===== src/rtl/lif_pkg.sv =====
`default_nettype none
// ============================================================================
// Module      : lif_pkg
// Description : Shared constants, FSM state type and index-width helper for
//               the time-multiplexed LIF neuron array scheduler.
// Revision    : 1.0 - initial release
// ============================================================================
package lif_pkg;

    // Default datapath configuration
    localparam int unsigned c_N_NEURONS  = 4;
    localparam int unsigned c_WIDTH      = 5;
    localparam int unsigned c_THRESHOLD  = 10;
    localparam int unsigned c_LEAK_SHIFT = 1;

    // Scheduler states (explicit 2-bit encoding)
    typedef enum logic [1:0] {
        ST_IDLE   = 2'd0,
        ST_UPDATE = 2'd1,
        ST_HOLD   = 2'd2
    } state_t;

    // Width of a neuron index; never less than one bit
    function automatic int unsigned idx_width(input int unsigned n);
        return (n < 2) ? 1 : $clog2(n);
    endfunction

endpackage
`default_nettype wire


===== src/rtl/lif_array_sched_if.sv =====
`default_nettype none
// ============================================================================
// Module      : lif_array_sched_if
// Description : Handshake bundle between the stimulus front-end, the LIF
//               scheduler and the spike consumer.
//               master : drives in_valid/in_current, out_ready, rd_idx
//               slave  : drives in_ready, out_valid/out_spikes, rd_pot
// Revision    : 1.0 - initial release
// ============================================================================
interface lif_array_sched_if #(
    parameter int N_NEURONS = 4,
    parameter int WIDTH     = 5,
    parameter int IDXW      = lif_pkg::idx_width(N_NEURONS)
);
    logic                       in_valid;
    logic                       in_ready;
    logic [N_NEURONS*WIDTH-1:0] in_current;
    logic                       out_valid;
    logic                       out_ready;
    logic [N_NEURONS-1:0]       out_spikes;
    logic [IDXW-1:0]            rd_idx;
    logic [WIDTH-1:0]           rd_pot;

    modport master (
        output in_valid, in_current, out_ready, rd_idx,
        input  in_ready, out_valid, out_spikes, rd_pot
    );

    modport slave (
        input  in_valid, in_current, out_ready, rd_idx,
        output in_ready, out_valid, out_spikes, rd_pot
    );
endinterface
`default_nettype wire


===== src/rtl/lif_core.sv =====
`default_nettype none
// ============================================================================
// Module      : lif_core
// Description : Combinational leak/integrate/fire step for one neuron.
//               Sum is formed one bit wider than the operands so a large
//               current never wraps back below threshold.
// Ports       : i_cur    - input current
//               i_pot    - present membrane potential
//               o_ns_pot - next potential (0 when the neuron fires)
//               o_fire   - neuron fires this timestep
// Revision    : 1.0 - initial release
// ============================================================================
module lif_core #(
    parameter int WIDTH      = 5,
    parameter int THRESHOLD  = 10,
    parameter int LEAK_SHIFT = 1
) (
    input  wire logic [WIDTH-1:0] i_cur,
    input  wire logic [WIDTH-1:0] i_pot,
    output logic      [WIDTH-1:0] o_ns_pot,
    output logic                  o_fire
);
    logic [WIDTH:0] w_ns;

    assign w_ns     = {1'b0, i_cur} + ({1'b0, i_pot} >> LEAK_SHIFT);
    assign o_fire   = (w_ns >= (WIDTH+1)'(THRESHOLD));
    // Below threshold the sum fits in WIDTH bits, so dropping the MSB is exact
    assign o_ns_pot = o_fire ? '0 : w_ns[WIDTH-1:0];
endmodule
`default_nettype wire


===== src/rtl/lif_array_sched.sv =====
`default_nettype none
// ============================================================================
// Module      : lif_array_sched
// Description : Time-multiplexed scheduler for N leaky integrate-and-fire
//               neurons sharing one lif_core. A current vector is captured
//               in IDLE, neurons are updated one per cycle in UPDATE, and the
//               resulting spike vector is presented in HOLD until taken.
// Ports       : clk   - clock, rising edge
//               reset - asynchronous, active-low reset
//               bus   - slave side of lif_array_sched_if (input vector
//                       handshake, spike vector handshake, potential readback)
// Revision    : 1.0 - initial release
// ============================================================================
module lif_array_sched
    import lif_pkg::*;
#(
    parameter int N_NEURONS  = c_N_NEURONS,
    parameter int WIDTH      = c_WIDTH,
    parameter int THRESHOLD  = c_THRESHOLD,
    parameter int LEAK_SHIFT = c_LEAK_SHIFT
) (
    input  wire logic         clk,
    input  wire logic         reset,
    lif_array_sched_if.slave  bus
);
    localparam int IDXW = idx_width(N_NEURONS);
    localparam logic [IDXW-1:0] c_LAST_IDX = IDXW'(N_NEURONS - 1);

    state_t               r_state;
    logic [IDXW-1:0]      r_idx;
    logic [WIDTH-1:0]     r_pot [N_NEURONS];
    logic [WIDTH-1:0]     r_cur [N_NEURONS];
    logic [N_NEURONS-1:0] r_spk_acc;
    logic [N_NEURONS-1:0] r_spikes;
    logic                 r_out_valid;

    logic [WIDTH-1:0]     w_cur;
    logic [WIDTH-1:0]     w_pot;
    logic [WIDTH-1:0]     w_ns_pot;
    logic                 w_fire;
    logic [N_NEURONS-1:0] w_spk_next;

    // Shared datapath: operates on whichever neuron r_idx points at
    assign w_cur = r_cur[r_idx];
    assign w_pot = r_pot[r_idx];

    lif_core #(
        .WIDTH      (WIDTH),
        .THRESHOLD  (THRESHOLD),
        .LEAK_SHIFT (LEAK_SHIFT)
    ) u_core (
        .i_cur    (w_cur),
        .i_pot    (w_pot),
        .o_ns_pot (w_ns_pot),
        .o_fire   (w_fire)
    );

    // Accumulator with the current neuron's result merged in, so the last
    // neuron's spike lands in the presented vector on the same edge
    always_comb begin
        w_spk_next        = r_spk_acc;
        w_spk_next[r_idx] = w_fire;
    end

    always_ff @(posedge clk or negedge reset) begin
        if (!reset) begin
            r_state     <= ST_IDLE;
            r_idx       <= '0;
            r_spk_acc   <= '0;
            r_spikes    <= '0;
            r_out_valid <= 1'b0;
            for (int i = 0; i < N_NEURONS; i++) begin
                r_pot[i] <= '0;
                r_cur[i] <= '0;
            end
        end else begin
            case (r_state)
                ST_IDLE: begin
                    if (bus.in_valid) begin
                        for (int i = 0; i < N_NEURONS; i++) begin
                            r_cur[i] <= bus.in_current[i*WIDTH +: WIDTH];
                        end
                        r_spk_acc <= '0;
                        r_idx     <= '0;
                        r_state   <= ST_UPDATE;
                    end
                end
                ST_UPDATE: begin
                    r_pot[r_idx] <= w_ns_pot;
                    r_spk_acc    <= w_spk_next;
                    if (r_idx == c_LAST_IDX) begin
                        r_idx       <= '0;
                        r_spikes    <= w_spk_next;
                        r_out_valid <= 1'b1;
                        r_state     <= ST_HOLD;
                    end else begin
                        r_idx <= r_idx + IDXW'(1);
                    end
                end
                ST_HOLD: begin
                    if (bus.out_ready) begin
                        r_out_valid <= 1'b0;
                        r_state     <= ST_IDLE;
                    end
                end
                default: begin
                    r_state <= ST_IDLE;
                end
            endcase
        end
    end

    assign bus.in_ready   = (r_state == ST_IDLE);
    assign bus.out_valid  = r_out_valid;
    assign bus.out_spikes = r_spikes;

    // Debug readback; indices past the last neuron read as zero
    generate
        if ((1 << IDXW) == N_NEURONS) begin : g_rd_full
            assign bus.rd_pot = r_pot[bus.rd_idx];
        end else begin : g_rd_guard
            assign bus.rd_pot = (bus.rd_idx <= c_LAST_IDX) ? r_pot[bus.rd_idx] : '0;
        end
    endgenerate

endmodule
`default_nettype wire


===== src/flat_wrapper.sv =====
// flat-port wrapper written by rule: the top's interface ports become plain ports
module lif_array_sched_flat import lif_pkg::*;
#(
    parameter int N_NEURONS  = c_N_NEURONS,
    parameter int WIDTH      = c_WIDTH,
    parameter int THRESHOLD  = c_THRESHOLD,
    parameter int LEAK_SHIFT = c_LEAK_SHIFT
)
  (clk, reset, bus_in_valid, bus_in_current, bus_out_ready, bus_rd_idx, bus_in_ready, bus_out_valid, bus_out_spikes, bus_rd_pot);
  lif_array_sched_if #(.N_NEURONS(N_NEURONS), .WIDTH(WIDTH)) bus_i ();
  input  wire logic clk;
  input  wire logic reset;
  input wire logic [$bits(bus_i.in_valid)-1:0] bus_in_valid;
  input wire logic [$bits(bus_i.in_current)-1:0] bus_in_current;
  input wire logic [$bits(bus_i.out_ready)-1:0] bus_out_ready;
  input wire logic [$bits(bus_i.rd_idx)-1:0] bus_rd_idx;
  output wire logic [$bits(bus_i.in_ready)-1:0] bus_in_ready;
  output wire logic [$bits(bus_i.out_valid)-1:0] bus_out_valid;
  output wire logic [$bits(bus_i.out_spikes)-1:0] bus_out_spikes;
  output wire logic [$bits(bus_i.rd_pot)-1:0] bus_rd_pot;
  assign bus_i.in_valid = bus_in_valid;
  assign bus_i.in_current = bus_in_current;
  assign bus_i.out_ready = bus_out_ready;
  assign bus_i.rd_idx = bus_rd_idx;
  assign bus_in_ready = bus_i.in_ready;
  assign bus_out_valid = bus_i.out_valid;
  assign bus_out_spikes = bus_i.out_spikes;
  assign bus_rd_pot = bus_i.rd_pot;
  lif_array_sched #(.N_NEURONS(N_NEURONS), .WIDTH(WIDTH), .THRESHOLD(THRESHOLD), .LEAK_SHIFT(LEAK_SHIFT)) u_core (.clk(clk), .reset(reset), .bus(bus_i));
endmodule

===== config.mk =====
export PLATFORM = sky130hd
export DESIGN_NAME = lif_array_sched_flat
export DESIGN_NICKNAME = d
export VERILOG_FILES = /design/src/rtl/lif_pkg.sv /design/src/rtl/lif_array_sched_if.sv /design/src/rtl/lif_core.sv /design/src/rtl/lif_array_sched.sv /design/src/flat_wrapper.sv
export SDC_FILE = /design/constraint.sdc
export NUM_CORES = 1
export LEC_CHECK = 0
export CAP_MARGIN = 20
export CORE_MARGIN = 1.5
export CORE_UTILIZATION = 40
export DETAILED_ROUTE_END_ITERATION = 10
export GPL_ROUTABILITY_DRIVEN = 0
export MAX_ROUTING_LAYER = met4
export PLACE_DENSITY_LB_ADDON = 0.12
export REMOVE_ABC_BUFFERS = 1
export SLEW_MARGIN = 20
export SYNTH_ARGS = -nofsm -noshare
export SYNTH_HDL_FRONTEND = slang
export SYNTH_HIERARCHICAL = 1
export SYNTH_SLANG_ARGS = --single-unit

===== constraint.sdc =====
create_clock -name clk -period 3.3 [get_ports clk]
set_clock_uncertainty 0.15 [all_clocks]
set_input_delay 0.66 -clock clk [delete_from_list [all_inputs] [get_ports clk]]
set_output_delay 0.66 -clock clk [all_outputs]
set_load 0.03 [all_outputs]

==> flow_summary.json, run 1 <==
{
  "required_ns": 3.35,
  "grt_pass1_vias": 1843,
  "post_drt_wl_per_cell_um": 15.8,
  "grt_pass1_wl_um": 9030,
  "io_pins": 37,
  "via_per_inst": 4.99,
  "numPortBuffers": 36,
  "worstPathArrival_ns": 3.12,
  "drt_iter0_drc": 72,
  "htreeDepth": 2,
  "clock-sinks": 53,
  "path_clk_slew_ns": 0.10,
  "cp_cell_sequence": "buf_4, mux4_2, ha_1, a211oi_2, nor2_1, xnor2_1, o21ai_0, nor2b_2, a21o_1, a22o_1",
  "drtPass1Iterations": 4,
  "p_leak_nw": 1.55,
  "netlist_instances": 195,
  "hold_viol_final": 0,
  "n_antenna_cell": 0,
  "crit_fanout": 10,
  "grt_max_degree": 54,
  "min_period_ns": 3.07,
  "dp_cells": 326,
  "crit_type": "register to register",
  "drt_wl_total_um": 5280,
  "path_buf_inv": 1,
  "p_total_mw": 3.74,
  "path_delay_family": "compound AO/OA/AOI/OAI gates",
  "synth_warnings": 6,
  "gr-total-overflow": 0,
  "die_w_um": 86.7,
  "avgSynthCellArea_um2": 14.4,
  "tightest_slew_ns": 0.535,
  "postCtsSetupBuffers": 0,
  "cts_root_buffer": "clkbuf_8",
  "rsz0062_at_grt": "false",
  "clk_path_buf_depth": 2,
  "final_util": 0.502,
  "ant_nets": 0,
  "grt_use_met1": 0.209,
  "start_kind": "register",
  "drc": 0,
  "fin_nets": 273,
  "setup_tns_ns": 0,
  "cap_viol_max_count": 0,
  "die_height_um": 86.7,
  "drv_slew": 0,
  "place_ws_ns": -0.0342,
  "drive_gt1_frac": 0.345,
  "power-per-cell-area_nw_per_um2": 1100,
  "num_rows": 30,
  "dieArea_um2": 7510,
  "dp_hpwl_um": 3700,
  "cts_buffers": 5,
  "status": "finished, final reports clean",
  "worstSkewPairLatency_ns": 0.30,
  "synthToLayoutAreaGrowth_pct": 21.8,
  "setup-violations-final": 0,
  "crit_path_top_delay_cell": "mux4_2",
  "busiest_layer": "met2",
  "period_share": 0.931,
  "cp-end-kind": "register",
  "maxSlewHeadroom": 0.641,
  "initial_core_util": 0.412,
  "final_cells": 334,
  "slowest_delay_ns": 0.55,
  "hold_class": "input port to asynchronous set/reset pin",
  "synth_area_um2": 2800,
  "grt_usage": 0.161,
  "antenna_found_initial": 0,
  "coreArea_um2": 6790,
  "fmax_mhz": 325,
  "fillers": 599,
  "dr_total_vias": 1666,
  "timing.final.ws_setup_ns": 0.228,
  "met2_usage": 0.264,
  "grtUsageMet3": 0.0295,
  "cts_tree": "yes",
  "peakVddDrop_v": 0.000659
}
==> worst reg2reg max path, stage by stage, from the launching register on <==
cell      delay, ns
dfrtp_1        0.36
buf_4          0.20
mux4_2         0.55
ha_1           0.30
a211oi_2       0.26
nor2_1         0.09
xnor2_1        0.30
o21ai_0        0.19
nor2b_2        0.22
a21o_1         0.19
a22o_1         0.18
==> metrics by stage <==
| stage | instance area (um2) | hold WS (ns) |
|---|---|---|
| floorplan | 2740 | 0.214 |
| global placement | 3270 | 0.320 |
| detailed placement | 3270 | 0.322 |
| CTS | 3410 | 0.189 |
| global route | 3410 | 0.187 |
| finish | 3410 | 0.180 |
==> layout make-up <==
| class | instances | area [um2] | share of cell area |
|---|---|---|---|
| Tap cell | 96 | 120 | 0.0352 |
| Multi-Input combinational cell | 127 | 1390 | 0.406 |
| Clock inverter | 3 | 65.1 | 0.0191 |
| Sequential cell | 53 | 1330 | 0.389 |
| Inverter | 7 | 26.3 | 0.00770 |
| Clock buffer | 5 | 68.8 | 0.0202 |
| Timing Repair Buffer | 43 | 417 | 0.122 |
==> path summary, 6_finish.rpt <==
kind | slack [ns] | startpoint | end | cells after the start
setup / recovery | 0.23 | u_core/r_idx[0]$_DFFE_PN0P_ | u_core/r_spk_acc[0]$_DFFE_PN0P_ | 10
hold / removal | 0.18 | reset | u_core/r_pot[17]$_DFFE_PN0P_ | 2
setup reg to reg | 0.23 | u_core/r_idx[0]$_DFFE_PN0P_ | u_core/r_spk_acc[0]$_DFFE_PN0P_ | 10
hold reg to reg | 0.34 | u_core/bus.out_spikes[3]$_DFFE_PN0P_ | u_core/bus.out_spikes[3]$_DFFE_PN0P_ | 2
max in group asynchronous | 2.55 | reset | u_core/r_idx[1]$_DFFE_PN0P_ | 2
min in group clk | 0.34 | u_core/bus.out_spikes[3]$_DFFE_PN0P_ | u_core/bus.out_spikes[3]$_DFFE_PN0P_ | 2
==> sequential cells by signal, indices dropped and copies added (netlist names) <==
name                   cells
u_core/r_pot              20
u_core/r_state             2
u_core/r_idx               2
u_core/bus.out_spikes      4
u_core/r_spk_acc           4
u_core/bus.out_valid       1
u_core/r_cur              20
==> per-layer routing <==
metal  part of all wire  routed length [um]  vias up
li1                   -                   -      791
met1               0.48                2520      858
met2               0.50                2620       15
met3              0.022                 114        2
met4             0.0049                  26        0
met5                  0                   0        -
==> cells in the final DEF (no fill, tap or decap), types with 2 or more instances in the layout <==
cell type and count:
dfrtp_1 52, clkdlybuf4s50_1 33, mux2_2 25, mux2_4 15
mux4_2 14, ha_1 9, buf_4 7, inv_1 7
nand2_1 7, a22o_1 6, a21oi_1 6, nor2_1 6
clkbuf_8 5, nor2b_1 5, o21ai_0 5, a21o_1 4
nand2_4 3, bufinv_16 2, and3b_1 2
==> timing repair <==
action / in CTS / in global routing
hold buffers: 0 / 0
gates resized for setup: 1 / 2
hold endpoints to repair: 0 / 0
setup endpoints to repair: 4 / 4
cloned: 0 / 0
==> power by group <==
group	total (mW)	switching [mW]	internal (mW)
Combinational	2.10	0.987	1.12
Clock	0.515	0.214	0.301
Sequential	1.12	0.193	0.927
(Power assumes the default switching activity.)
==> run 2, diff against run 1 <==
- ABC_AREA: unset -> 1
- CORE_UTILIZATION: 40 -> 51
==> flow_summary.json, run 2 <==
{
  "status": "finished, final reports clean",
  "setup_tns_ns": 0,
  "worst_path_most_repeated_cell": "nand2_1",
  "initial_core_util": 0.524,
  "cap_viol_max_count": 0,
  "p_sw_mw": 1.90,
  "clock-sinks": 53,
  "grt_pass1_wl_um": 12100,
  "required_ns": 3.40,
  "drc": 0,
  "internal-power_mw": 1.84,
  "synth_area_um2": 3060,
  "p_total_mw": 3.73,
  "final_cell_mix": "nand2_1 (220), nand3_1 (72), inv_1 (57)",
  "pwr-share-clk": 0.093,
  "comb_power_share": 0.618,
  "period_share": 0.872,
  "fmax_mhz": 348,
  "tightest_slew_ns": 0.757,
  "io_pins": 37,
  "layout_commonest_cell": "nand2_1",
  "worstSkewPairLatency_ns": 0.30,
  "n_antenna_cell": 0,
  "switching_share": 0.508,
  "worstPathArrival_ns": 2.97,
  "seqPwrFrac": 0.289,
  "slowest_delay_ns": 0.43,
  "r2r_cells": 15,
  "p_leak_nw": 2.03,
  "die_w_um": 80.5,
  "rsz0062_at_grt": "false",
  "post_drt_wl_per_cell_um": 12.5,
  "grt_pass1_vias": 2631,
  "ant_nets": 0,
  "netlist_instances": 454,
  "drt_iter0_drc": 177,
  "drive_gt1_frac": 0.0536,
  "setup-violations-final": 0,
  "cts_root_buffer": "clkbuf_8",
  "start_kind": "register",
  "fin_nets": 522,
  "path_clk_slew_ns": 0.09,
  "cp_cell_sequence": "inv_1, nand2_1, nand3_1, nand2_1, ha_1, inv_1, fa_1, clkinv_1, nand2_1, nand3_1, nand3_2, nand3_2, nor2_1, nand3_1, nand2_1",
  "synth_warnings": 6,
  "avgSynthCellArea_um2": 6.75,
  "maxSlewHeadroom": 0.496,
  "timing.hold.ws_ns": 0.263,
  "die_height_um": 80.5,
  "gr-total-overflow": 0,
  "min_period_ns": 2.88,
  "drtPass1Iterations": 6,
  "numPortBuffers": 36,
  "via_per_inst": 4.97,
  "dieArea_um2": 6480,
  "clk_path_buf_depth": 2,
  "cts-hold-fix-buffers": 0,
  "postCtsSetupBuffers": 0,
  "crit_path_top_delay_cell": "inv_1",
  "antenna_found_initial": 0,
  "coreArea_um2": 5850,
  "cts_tree": "yes",
  "grt_max_degree": 34,
  "hold_class": "input port to asynchronous set/reset pin",
  "hold_viol_final": 0,
  "power-per-cell-area_nw_per_um2": 1050,
  "cts-resized-gates": 0,
  "dp_hpwl_um": 5060,
  "htreeDepth": 2,
  "reg_top3": "u_core/r_cur x20, u_core/r_pot x20",
  "dr_total_vias": 2781,
  "cp-end-kind": "register",
  "final_util": 0.607,
  "num_rows": 28,
  "crit_fanout": 19,
  "drv_slew": 0,
  "grt_usage": 0.249,
  "cts_buffers": 5,
  "peakVddDrop_v": 0.000549,
  "crit_type": "register to register",
  "drt_wl_total_um": 7000,
  "fillers": 559,
  "synthToLayoutAreaGrowth_pct": 15.9
}
==> run 2: critical path: cells and delay by family, from the launching register on <==
| family | cells | cell delay, ns |
|---|---|---|
| adders and majority gates | 2 | 0.42 |
| buffers and inverters | 3 | 0.60 |
| and+or+nand+nor | 10 | 1.25 |
| DFF | 1 | 0.38 |
==> run 2: cell type report <==
cell class | instances | area, um2 | share of cell area
multi-input cells | 321 | 1430 | 0.401
flip-flops and latches | 53 | 1330 | 0.374
repair buffers | 44 | 403 | 0.113
inverters | 61 | 229 | 0.0645
well taps | 75 | 93.8 | 0.0264
clock buffers | 5 | 68.8 | 0.0194
clock inverters | 1 | 5.00 | 0.00141
==> run 2: path summary, 6_finish.rpt <==
| kind | startpoint | endpoint | slack, ns |
|---|---|---|---|
| worst max-delay path | u_core/r_idx[0]$_DFFE_PN0P_ | u_core/r_pot[17]$_DFFE_PN0P_ | 0.42 |
| worst min-delay path | reset | u_core/r_cur[1]$_DFFE_PN0P_ | 0.26 |
| worst max register to register | u_core/r_idx[0]$_DFFE_PN0P_ | u_core/r_pot[17]$_DFFE_PN0P_ | 0.42 |
| worst min register to register | u_core/r_spk_acc[1]$_DFFE_PN0P_ | u_core/r_spk_acc[1]$_DFFE_PN0P_ | 0.33 |
| max in group asynchronous | reset | u_core/r_pot[0]$_DFFE_PN0P_ | 2.08 |
| min in group clk | u_core/r_spk_acc[1]$_DFFE_PN0P_ | u_core/r_spk_acc[1]$_DFFE_PN0P_ | 0.33 |
==> run 2: through the flow <==
| stage | cells | instance area [um2] | setup WS [ns] |
|---|---|---|---|
| floorplan | 435 | 2980 | 0.430 |
| global placement | 554 | 3480 | 0.629 |
| detailed placement | 554 | 3480 | 0.456 |
| CTS | 560 | 3550 | 0.404 |
| global route | 560 | 3550 | 0.0408 |
| finish | 560 | 3550 | 0.424 |
==> run 2: power by group through the flow <==
stage	clock network, mW	logic (mW)	registers, mW
floorplan	0	1.59	1.14
global placement	0	2.23	1.08
detailed placement	0	2.29	1.09
CTS	0.355	2.31	1.08
global route	0.377	2.64	1.11
finish	0.347	2.31	1.08
==> run 2: routing by layer <==
| metal | global-route usage | part of all wire |
|---|---|---|
| met5 | - | 0 |
| met3 | 0.0386 | 0.036 |
| met4 | 0.0569 | 0.014 |
| met1 | 0.336 | 0.47 |
| met2 | 0.396 | 0.48 |
